==> src/rtl/riscv_pkg.sv <==
// Shared pipeline definitions: NOP encoding, fetch state encoding, IF/ID payload.
package riscv_pkg;

  localparam logic [31:0] NOP_INSTR        = 32'h0000_0013;
  localparam logic [31:0] RESET_PC_DEFAULT = 32'h0000_0000;

  typedef enum logic [1:0] {
    S_REQ  = 2'd0,
    S_WAIT = 2'd1,
    S_HOLD = 2'd2,
    S_DROP = 2'd3
  } fetch_state_e;

  typedef struct packed {
    logic        valid;
    logic [31:0] pc;
    logic [31:0] pc4;
    logic [31:0] instr;
  } if_id_t;

  function automatic logic [31:0] pc_plus4(input logic [31:0] pc);
    return pc + 32'd4;
  endfunction

endpackage

==> src/rtl/fetch_unit_if.sv <==
// Instruction-memory request/response channel between the fetch stage and imem.
interface fetch_unit_if;
  logic        imem_req_valid;
  logic        imem_req_ready;
  logic [31:0] imem_addr;
  logic        imem_rsp_valid;
  logic [31:0] imem_rsp_data;

  modport master (
    output imem_req_valid, imem_addr,
    input  imem_req_ready, imem_rsp_valid, imem_rsp_data
  );

  modport slave (
    input  imem_req_valid, imem_addr,
    output imem_req_ready, imem_rsp_valid, imem_rsp_data
  );
endinterface

==> src/rtl/if_id_reg.sv <==
// Generic stage register: kill beats load, otherwise holds. Kill clears only
// valid and instr so the PC fields stay around for debug visibility.
module if_id_reg
  import riscv_pkg::*;
(
  input  logic   clk,
  input  logic   rst,
  input  logic   load_i,
  input  logic   kill_i,
  input  if_id_t d_i,
  output if_id_t q_o
);

  if_id_t q_q;

  always_ff @(posedge clk) begin
    if (rst) begin
      q_q <= '{valid: 1'b0, pc: 32'h0, pc4: 32'h0, instr: NOP_INSTR};
    end else if (kill_i) begin
      q_q.valid <= 1'b0;
      q_q.instr <= NOP_INSTR;
    end else if (load_i) begin
      q_q <= d_i;
    end
  end

  assign q_o = q_q;

endmodule

==> src/rtl/fetch_unit.sv <==
// Instruction fetch: PC register, single-outstanding imem fetch FSM, and the
// IF/ID register. Flush redirects the PC and kills both IF/ID and any fetch in flight.
module fetch_unit
  import riscv_pkg::*;
#(
  parameter logic [31:0] RESET_PC = RESET_PC_DEFAULT
) (
  input  logic         clk,
  input  logic         rst,
  input  logic [31:0]  next_pc,
  input  logic         flush,
  input  logic         stall,
  output logic [31:0]  pc4,
  fetch_unit_if.master imem,
  output logic         if_id_valid,
  output logic [31:0]  if_id_pc,
  output logic [31:0]  if_id_pc4,
  output logic [31:0]  if_id_instr
);

  fetch_state_e state_q, state_d;
  logic [31:0]  pc_q, pc_d;
  logic [31:0]  hold_q, hold_d;
  logic         ld, kill;
  if_id_t       ld_data, if_id_q;

  always_ff @(posedge clk) begin
    if (rst) begin
      state_q <= S_REQ;
      pc_q    <= RESET_PC;
      hold_q  <= NOP_INSTR;
    end else begin
      state_q <= state_d;
      pc_q    <= pc_d;
      hold_q  <= hold_d;
    end
  end

  always_comb begin
    state_d = state_q;
    pc_d    = pc_q;
    hold_d  = hold_q;
    ld      = 1'b0;
    kill    = 1'b0;
    ld_data = '{valid: 1'b1, pc: pc_q, pc4: pc4, instr: imem.imem_rsp_data};

    if (flush) begin
      pc_d   = next_pc;
      kill   = 1'b1;
      hold_d = NOP_INSTR;
    end

    case (state_q)
      S_REQ: begin
        // A handshake accepted alongside a flush still produces a response to drop.
        if (flush)                    state_d = imem.imem_req_ready ? S_DROP : S_REQ;
        else if (imem.imem_req_ready) state_d = S_WAIT;
      end
      S_WAIT: begin
        if (flush) begin
          state_d = imem.imem_rsp_valid ? S_REQ : S_DROP;
        end else if (imem.imem_rsp_valid) begin
          if (!stall) begin
            ld      = 1'b1;
            pc_d    = next_pc;
            state_d = S_REQ;
          end else begin
            hold_d  = imem.imem_rsp_data;
            state_d = S_HOLD;
          end
        end
      end
      S_HOLD: begin
        if (flush) begin
          state_d = S_REQ;
        end else if (!stall) begin
          ld            = 1'b1;
          ld_data.instr = hold_q;
          pc_d          = next_pc;
          state_d       = S_REQ;
        end
      end
      S_DROP: begin
        if (!flush && imem.imem_rsp_valid) state_d = S_REQ;
      end
      default: state_d = S_REQ;
    endcase
  end

  assign imem.imem_req_valid = (state_q == S_REQ);
  assign imem.imem_addr      = pc_q;
  assign pc4                 = pc_plus4(pc_q);

  if_id_reg u_if_id (
    .clk    (clk),
    .rst    (rst),
    .load_i (ld),
    .kill_i (kill),
    .d_i    (ld_data),
    .q_o    (if_id_q)
  );

  assign if_id_valid = if_id_q.valid;
  assign if_id_pc    = if_id_q.pc;
  assign if_id_pc4   = if_id_q.pc4;
  assign if_id_instr = if_id_q.instr;

endmodule

==> src/flat_wrapper.sv <==
// flat-port wrapper written by rule: the top's interface ports become plain ports
module fetch_unit_flat import riscv_pkg::*;
#(
  parameter logic [31:0] RESET_PC = RESET_PC_DEFAULT
)
  (clk, rst, next_pc, flush, stall, pc4, if_id_valid, if_id_pc, if_id_pc4, if_id_instr, imem_imem_req_valid, imem_imem_addr, imem_imem_req_ready, imem_imem_rsp_valid, imem_imem_rsp_data);
  fetch_unit_if imem_i ();
  input  logic clk;
  input  logic rst;
  input  logic [31:0] next_pc;
  input  logic flush;
  input  logic stall;
  output logic [31:0] pc4;
  output logic if_id_valid;
  output logic [31:0] if_id_pc;
  output logic [31:0] if_id_pc4;
  output logic [31:0] if_id_instr;
  output wire logic [$bits(imem_i.imem_req_valid)-1:0] imem_imem_req_valid;
  output wire logic [$bits(imem_i.imem_addr)-1:0] imem_imem_addr;
  input wire logic [$bits(imem_i.imem_req_ready)-1:0] imem_imem_req_ready;
  input wire logic [$bits(imem_i.imem_rsp_valid)-1:0] imem_imem_rsp_valid;
  input wire logic [$bits(imem_i.imem_rsp_data)-1:0] imem_imem_rsp_data;
  assign imem_imem_req_valid = imem_i.imem_req_valid;
  assign imem_imem_addr = imem_i.imem_addr;
  assign imem_i.imem_req_ready = imem_imem_req_ready;
  assign imem_i.imem_rsp_valid = imem_imem_rsp_valid;
  assign imem_i.imem_rsp_data = imem_imem_rsp_data;
  fetch_unit #(.RESET_PC(RESET_PC)) u_core (.clk(clk), .rst(rst), .next_pc(next_pc), .flush(flush), .stall(stall), .pc4(pc4), .imem(imem_i), .if_id_valid(if_id_valid), .if_id_pc(if_id_pc), .if_id_pc4(if_id_pc4), .if_id_instr(if_id_instr));
endmodule
==> config.mk <==
export PLATFORM = sky130hd
export DESIGN_NAME = fetch_unit_flat
export DESIGN_NICKNAME = d
export VERILOG_FILES = /design/src/rtl/riscv_pkg.sv /design/src/rtl/fetch_unit_if.sv /design/src/rtl/if_id_reg.sv /design/src/rtl/fetch_unit.sv /design/src/flat_wrapper.sv
export SDC_FILE = /design/constraint.sdc
export NUM_CORES = 1
export LEC_CHECK = 0
export CAP_MARGIN = 15
export CORE_MARGIN = 5
export CORE_UTILIZATION = 43
export CTS_BUF_LIST = sky130_fd_sc_hd__clkbuf_2
export CTS_CLUSTER_DIAMETER = 30
export CTS_CLUSTER_SIZE = 10
export DETAILED_ROUTE_END_ITERATION = 10
export PLACE_DENSITY = 0.76
export SYNTH_ARGS = -nofsm -noshare
export SYNTH_HDL_FRONTEND = slang
export SYNTH_SLANG_ARGS = --single-unit
==> constraint.sdc <==
create_clock -name clk -period 2 [get_ports clk]
set_clock_uncertainty 0.2 [all_clocks]
set_input_delay 0.2 -clock clk [delete_from_list [all_inputs] [get_ports clk]]
set_output_delay 0.2 -clock clk [all_outputs]
set_load 0.02 [all_outputs]
== Yosys cells after proc, flatten, opt, wreduce, memory -nomap -nowiden ==
Index checks and enable logic that the tools add are counted.

* Muxes and demuxes: 31
* Add/sub/neg operators: 1
* Bitwise logic cells: 1
* Reductions and logical operators: 6
* Equal/unequal tests: 7

{| class="wikitable"
|+ Operator list
! kind !! number
|-
| 32-bit two-way mux || 13
|-
| 32-bit case mux with 2 select lines || 1
|-
| 32-bit by 3-bit adder with 32-bit output (second input constant) || 1
|-
| 2-bit two-way mux || 10
|-
| 2-bit case mux with 4 select lines || 1
|-
| 3-bit inequality test (second input constant) || 2
|-
| 1-bit two-way mux || 5
|-
| 2-bit == test (second input constant) || 2
|-
| 4-bit AND reduction || 1
|-
| 3-bit by 2-bit inequality test with 1-bit output (second input constant) || 1
|-
| 2-bit by 1-bit == test with 1-bit output (second input constant) || 1
|-
| 2-bit zero test || 1
|-
| 2-bit by 1-bit inequality test with 1-bit output (second input constant) || 1
|-
| 1-bit case mux with 2 select lines || 1
|-
| 2-bit AND reduction || 1
|-
| 2-bit OR reduction || 1
|-
| 1-bit logical AND || 1
|-
| 1-bit zero test || 1
|-
| 1-bit NOT || 1
|}

* Output and inout port bits: 162
* Word-level logic and storage cells: 53
* Register bits: 163
* Bits of input ports: 70

== Logic depth before layout (Yosys ltp) ==
* Word-level depth: 5
* Depth in mapped cells: 10
* Gate-level depth less buffers: 7

== Cells and area by module ==
A second synthesis with hierarchy kept.

* Cell total of the unflattened synthesis: 836
* Area, all modules: 8051.5 um^2

{| class="wikitable"
|+ By module, submodules not included
! module !! cells an instance !! instances !! area each (um^2) !! sequential area each (um^2)
|-
| if_id_reg || 400 || 1 || 4207.8 || 1941.9
|-
| fetch_unit || 436 || 1 || 3843.7 || 1321.3
|}

== Worst setup path before layout ==
No wires, ideal clock.

* Kind: register to register
* Start point: reg u_core.state_q[0]
* End point: reg u_core.u_if_id.q_q (netlist bit u_core.u_if_id.q_o[53])
* Library setup time: 0.058 ns
* Arrival: 1.779 ns
* Path slack: -0.037 ns
* Path buffers: 3
* Cell stages (with the launch flop): 9
* Required time: 1.742 ns
* Period minus slack after synthesis: 2.037 ns
* Cells stage by stage: dfxtp_1 -> inv_1 -> ha_1 -> clkbuf_1 -> a21o_1 -> nand3_1 -> buf_2 -> buf_1 -> o21a_1

* Longest elaborated chain between the ends: 3
* Elaborated cells between the ends (all ways): 4
* Classes of those cells: eq/ne: 2; mux: 1; reduce/logical: 1

{| class="wikitable"
|+ RTL lines
! what !! line !! text
|-
| start: declaration || fetch_unit.sv:21 || <nowiki>fetch_state_e state_q, state_d;</nowiki>
|-
| start signal: assignment || fetch_unit.sv:33 || <nowiki>state_q <= state_d;</nowiki>
|-
| 2-bit == test or 2-bit by 1-bit == test with 1-bit output (tied branches) || fetch_unit.sv:53 || <nowiki>case (state_q)</nowiki>
|-
| 1-bit case mux with 2 select lines * || fetch_unit.sv:53 ||
|-
| 2-bit AND reduction (no line) * || -- ||
|-
| end signal: assignment || if_id_reg.sv:18 || <nowiki>q_q <= '{valid: 1'b0, pc: 32'h0, pc4: 32'h0, instr: NOP_INSTR};</nowiki>
|-
| end signal: assignment || if_id_reg.sv:23 || <nowiki>q_q <= d_i;</nowiki>
|-
| end: declaration || if_id_reg.sv:14 || <nowiki>if_id_t q_q;</nowiki>
|}

Every way passes the cells marked *; elsewhere a longest branch is shown, timed or not.
A chain may end at the register's enable or synchronous reset.

== Worst setup path after layout ==
* Start point: reg u_core.pc_q[10], in the netlist u_core.imem.imem_addr[10]
* End point: out pc4[19]

* Longest elaborated chain between the ends: 1

{| class="wikitable"
|+ RTL lines
! what !! line !! text
|-
| start: declaration || fetch_unit.sv:22 || <nowiki>logic [31:0] pc_q, pc_d;</nowiki>
|-
| start signal: assignment || fetch_unit.sv:34 || <nowiki>pc_q <= pc_d;</nowiki>
|-
| 32-bit by 3-bit adder with 32-bit output || riscv_pkg.sv:22 || <nowiki>return pc + 32'd4;</nowiki>
|-
| end: declaration || flat_wrapper.sv:13 || <nowiki>output logic [31:0] pc4;</nowiki>
|}

Every way passes these cells.

==> reports/summary.txt <==
Pre-antenna DRT Iters: 5
Post-synth EDFFs: 0
Synth Area in XOR/XNOR: 3.56%
DPL Wire Length: 15800 um
CP peak stage delay: 0.40 ns
Clock transition at path regs: 0.28 ns
RSZ-0062 raised after global routing: true
WL/cell: 22.7 um
Die Span X: 139 um
Worst vdd ir: 534 uV
Most common cell after layout, fill and taps aside: dfxtp_1
I/O Pins: 232
Slowest CP cell: dfxtp_2
WP data required: 1.60 ns
Max H-tree Level: 4
Pins Over Slew Limit: 0
Fillcell total: 956
Slew HR: 66.2%
Clk Latency, worst-skew pair: 0.83 ns
Antenna violations before repair: 2
Routability Congestion: 0.871
Maximum fanout along the worst path: 4
Post-route DRC: 0
Mux cell area share after synthesis: 0.563%
Lkg Pwr: 5.83 nW
CTS buffer count: 17
Status: finished with violations
Crit path kind: reg -> out
Post-synthesis sequential area ratio: 45.3%
GRT Total Usage: 27.5%
Final std cells w/o fill: 1451
Synth Area in Adders: 1.06%
Post-synthesis cell count: 859
Hold path depth: 5
Clock Sinks: 161
Area growth syn-to-layout: 82.0%
Crit path buffers/inverters: 2
Final TNS setup: -24.58 ns
Post-Syn Nets: 935
Final hold violations: 0
Clock buffer depth: 2
Post-synthesis simple-gate area fraction: 22.5%
Antenna-violating nets left: 0
Nets: 1292
Yosys top cell by area: dfxtp_1
Asr flop ratio synth: 0%
Die height: 139 um
Pre-CTS WS: -0.420 ns
Final setup violation count: 110
Arr. time, crit path: 2.54 ns
Violated checks: setup timing
CP endpoint kind: primary output
Fraction of the mapped netlist area in compound gates: 15.8%
First-pass GRT wire length: 42900 um
Ys flop type: dfxtp_1
Count of cell types in the netlist: 42
Fmax: 0.340 GHz
R2R cell count: 9
Vias in the first global route: 7891
Hold crit path type: in -> reg
Crit path top cell by count: buf_4
Share of cells above drive strength 1: 42.6%
Total power: 0.00894 W
Final WL: 33000 um
Core Region: 16400 um2
CTS root buf: clkbuf_2
Critical path depth in cells: 6
PortBufs: 231
Period utilization: 147%
Final Critical Period: 2.94 ns
Max Cap Viol: 0
GRT overflow: 0
Final worst-path setup slack: -0.937 ns
Most frequent cells in the layout: dfxtp_1 (124), nor2_1 (122), buf_4 (113)
CP Launch Type: flip-flop
Largest net degree at the start of global routing: 38
Via count: 8242
Initial cell density of the core: 43.3%
Dpl cells: 1279
Top cell type's share of synthesized area: 45.3%
CP top delay family: simple AND/OR/NAND/NOR gates
Syn_area_per_cell: 8.27 um2
Routed vias/inst: 5.68
Largest cells by area after synthesis: dfxtp_1 (45%), nor2_1 (7.6%), buf_4 (7.2%)
Worst path cell trace: and4_4 > buf_4 > nand3_1 > nor4_4 > xor2_1 > buf_4
Flops & latches, synth: 161
CTS tree: done
Post-Syn Area: 7110 um2
Ys Warns: 0
Core Rows: 47
PwrDens: 691 nW/um2
Initial drt markers: 539
Die Footprint: 19200 um2
Worst-Margin Slew: 0.506 ns
Post-layout util: 78.9%
Combinational family with the most area after synthesis: simple AND/OR/NAND/NOR gates
==> cell type report <==
cell class	count	area (um2)	area share, %
clock inverter	15	196	1.52
clock buffer	17	85.1	0.658
inverter	6	27.5	0.213
tap	220	275	2.13
multi-input combinational	563	4400	34.0
sequential	161	3280	25.4
antenna	2	5.00	0.0387
timing repair buffer	467	4670	36.1
==> final timing paths <==
| kind | startpoint | slack, ns | end |
|---|---|---|---|
| max reg2reg | u_core.imem.imem_addr[10]$_SDFF_PP0_ | -0.18 | u_core.u_if_id.q_o[49]$_SDFFE_PP0P_ |
| min reg2reg | u_core.u_if_id.q_o[95]$_SDFFE_PP0P_ | 0.27 | u_core.u_if_id.q_o[95]$_SDFFE_PP0P_ |
| min | flush | 0.08 | u_core.u_if_id.q_o[31]$_SDFFE_PP0P_ |
| max | u_core.imem.imem_addr[10]$_SDFF_PP0_ | -0.94 | pc4[19] |
==> cells by family (layout without fill, tap and decap cells) <==
kind of cell / Yosys count / after routing
AOI/OAI and AO/OA: 168 / 169
DFF: 161 / 161
xor gates and xnor gates: 28 / 28
buffers and inverters: 137 / 505
other: 0 / 2
muxes: 4 / 4
adders and majority gates: 6 / 6
and+or+nand+nor: 355 / 356
==> layer usage <==
layer  global-route usage [%]  wire length [um]
met5                        0                 0
met3                     7.79              2680
met1                     32.0             11800
met4                     8.01              1470
met2                     49.3             17000
==> worst min-delay path, delay by kind of cell <==
kind,cells,cell delay [ns]
AO/OA/AOI/OAI,1,0.07
buffers and inverters,2,0.65
AND/OR/NAND/NOR,2,0.14
==> state kept, by name (all words and copies together), names as in the netlist <==
signal / cells
u_core.hold_q: 32
u_core.imem.imem_addr: 32
u_core.state_q: 2
u_core.u_if_id.q_o: 95
==> synthesized netlist by cell type, types with 2 or more instances <==
library cell	count
a311oi_1	2
nand3_1	15
clkbuf_1	42
inv_1	6
xor2_1	8
xnor2_1	19
o21ba_2	5
nand4_1	11
nor2b_1	3
mux2i_1	4
nor2_1	143
nand2b_1	2
dfxtp_1	161
buf_4	68
o21ai_0	9
ha_1	6
nand2_1	98
nor3_1	33
and3_1	34
and4_4	3
a221oi_1	28
and2_1	5
o21a_1	14
a21oi_1	66
o211ai_1	3
a22oi_1	32
a21o_1	2
buf_2	20
and4_1	4
==> power breakdown <==
group | internal [W] | switching, W | leakage (nW)
Sequential | 0.00339 | 0.000139 | 1.32
Combinational | 0.00154 | 0.00171 | 4.34
Clock | 0.000750 | 0.00141 | 0.167
Total | 0.00568 | 0.00326 | 5.83
==> metrics by stage <==
stage / hold slack [ns] / instance area, um2
2_1_floorplan: 0.123 / 7110
3_5_place_dp: 0.246 / 9850
5_1_grt: 0.0499 / 12900
4_1_cts: 0.0241 / 11500
3_3_place_gp: 0.241 / 9850
6_report: 0.0837 / 12900
==> timing repair <==
item                                    4_1_cts  5_1_grt
gates cloned                                  9        9
endpoints found under the setup margin      272      218
hold buffers                                 66        0
buffers inserted                             32       40
hold endpoints to repair                    161        0
pin swaps                                    38       99
resized for setup                           543      300
(Power assumes the default switching activity.)
==> RTL change (same flow settings) <==
Reset style: asynchronous (`rst`), changed in 2 clocked blocks.
--- a/src/rtl/if_id_reg.sv
+++ b/src/rtl/if_id_reg.sv
@@ -13,7 +13,7 @@
 
   if_id_t q_q;
 
-  always_ff @(posedge clk) begin
+  always_ff @(posedge clk or posedge rst) begin
     if (rst) begin
       q_q <= '{valid: 1'b0, pc: 32'h0, pc4: 32'h0, instr: NOP_INSTR};
     end else if (kill_i) begin
--- a/src/rtl/fetch_unit.sv
+++ b/src/rtl/fetch_unit.sv
@@ -24,7 +24,7 @@
   logic         ld, kill;
   if_id_t       ld_data, if_id_q;
 
-  always_ff @(posedge clk) begin
+  always_ff @(posedge clk or posedge rst) begin
     if (rst) begin
       state_q <= S_REQ;
       pc_q    <= RESET_PC;
Behaviour: differs if rst is asserted again (counterexample within 4 cycles, from zero or initial values and one cycle with rst high); with rst held inactive, the same outputs for 4 cycles.
==> RTL change against the original RTL <==
The run still ends with negative setup slack left. Final area up 8.6%. Worst setup slack worse by 300 ps. Area after synthesis up 2.9%. Via count down 0.96%. Sequential cell count unchanged. Global-route usage up 1.0 points. Synthesized cell count down 14%. Register-to-register slack worse by 290 ps. Wire length up 1.9%. Critical path type unchanged.
Power is not compared: it rests on default switching activity, and its combinational part moved more than twofold at a synthesized area within 25%.
==> RTL change: results (changes against the original RTL) <==
stage,metric,value,unit,change
timing,Hold WS,120,ps,was 83.7 ps
logic_synthesis,Mapped Cells,735,,was 859
setup_path,worst setup path endpoint,pc4[31],,was pc4[19]
drt,vias per inst,5.69,,was 5.68
timing,Setup Viol. Count Final,163,,was 110
setup_path,crit path max-delay cell type,or4_4,,was dfxtp_2
setup_path,WP data arrival,2830,ps,was 2540 ps
logic_synthesis,"Seq/Total Area, Yosys",55.2,%,was 45.3%
status,status,finished with violations,,unchanged
placed_design,dpl cells,1240,,was 1279
setup_path,reg-to-reg endpoint,u_core.u_if_id.q_o[37]$_DFFE_PP0P_,,was u_core.u_if_id.q_o[49]$_SDFFE_PP0P_
setup_path,Worst Path Max Fanout,3,,was 4
cells_and_area,Layout Nets,1275,,was 1292
logic_synthesis,Synth cell types,45,,was 42
placed_design,Final GP Congestion,0.832,,was 0.871
logic_synthesis,main flop type after synthesis,dfrtp_1,,was dfxtp_1
logic_synthesis,post-synthesis adder-cell area fraction,1.03,%,was 1.06%
logic_synthesis,area fraction in compound gates after synthesis,11.6,%,was 15.8%
drt,WL/cell,23.4,um,was 22.7 um
logic_synthesis,xor and xnor area share after synthesis,2.28,%,was 3.56%
logic_synthesis,Synth area leaders,"dfrtp_1 53%, nand2_1 9.5%, mux2i_1 4.5%, a22o_1 3.7%, nand3b_1 3.3%",,"was dfxtp_1 45%, nor2_1 7.6%, buf_4 7.2%, nand2_1 5.2%, a21oi_1 4.6%"
setup_path,max incr delay on CP,630,ps,was 400 ps
status,failing checks,negative setup slack,,unchanged
cells_and_area,share of cells above drive strength 1,44.8,%,was 42.6%
grt,Tot GR Track Use,28.5,%,was 27.5%
drt,first-pass detailed-route iteration total,6,,was 5
setup_path,Worst Setup SP,u_core.imem.imem_addr[8]$_DFF_PP0_,,was u_core.imem.imem_addr[10]$_SDFF_PP0_
timing,post-route worst setup slack,-1230,ps,was -937 ps
grt,global-route wire length before repair,44600,um,was 42900 um
placed_design,dpl hpwl,16400,um,was 15800 um
cts,"CTS clk-pin slew, worst paths",220,ps,was 280 ps
-- RTL change: where the power goes --
group	total [uW]	internal [uW]	switching (uW)
logic	10800	5170	5630
registers	5090	4230	859
clock network	1750	559	1200
-- RTL change: routing by layer --
layer  track usage (%)  vias to the layer above  routed length (um)  share of wire (%)
met1              34.5                     4058               12200                 36
met3              7.29                      153                2440                7.3
met2              48.8                      466               17100                 51
met4              11.3                        0                1850                5.5
li1                  -                     3486                   -                  -
met5                 0                        -                   0                  0
-- RTL change: final cells by class --
type	instances	area share [%]
Multi-Input combinational cell	506	30.6
Sequential cell	161	28.9
Tap cell	220	1.96
Inverter	12	0.436
Clock inverter	13	0.863
Clock buffer	19	0.677
Timing Repair Buffer	501	36.5
Antenna cell	2	0.0356
-- RTL change: what timing repair did --
action,in CTS,in global routing
endpoints found under the setup margin,285,230
hold buffers,66,0
pin swaps,68,79
resized for setup,580,283
hold endpoints to repair,262,0
gates cloned,18,4
buffers inserted,54,51
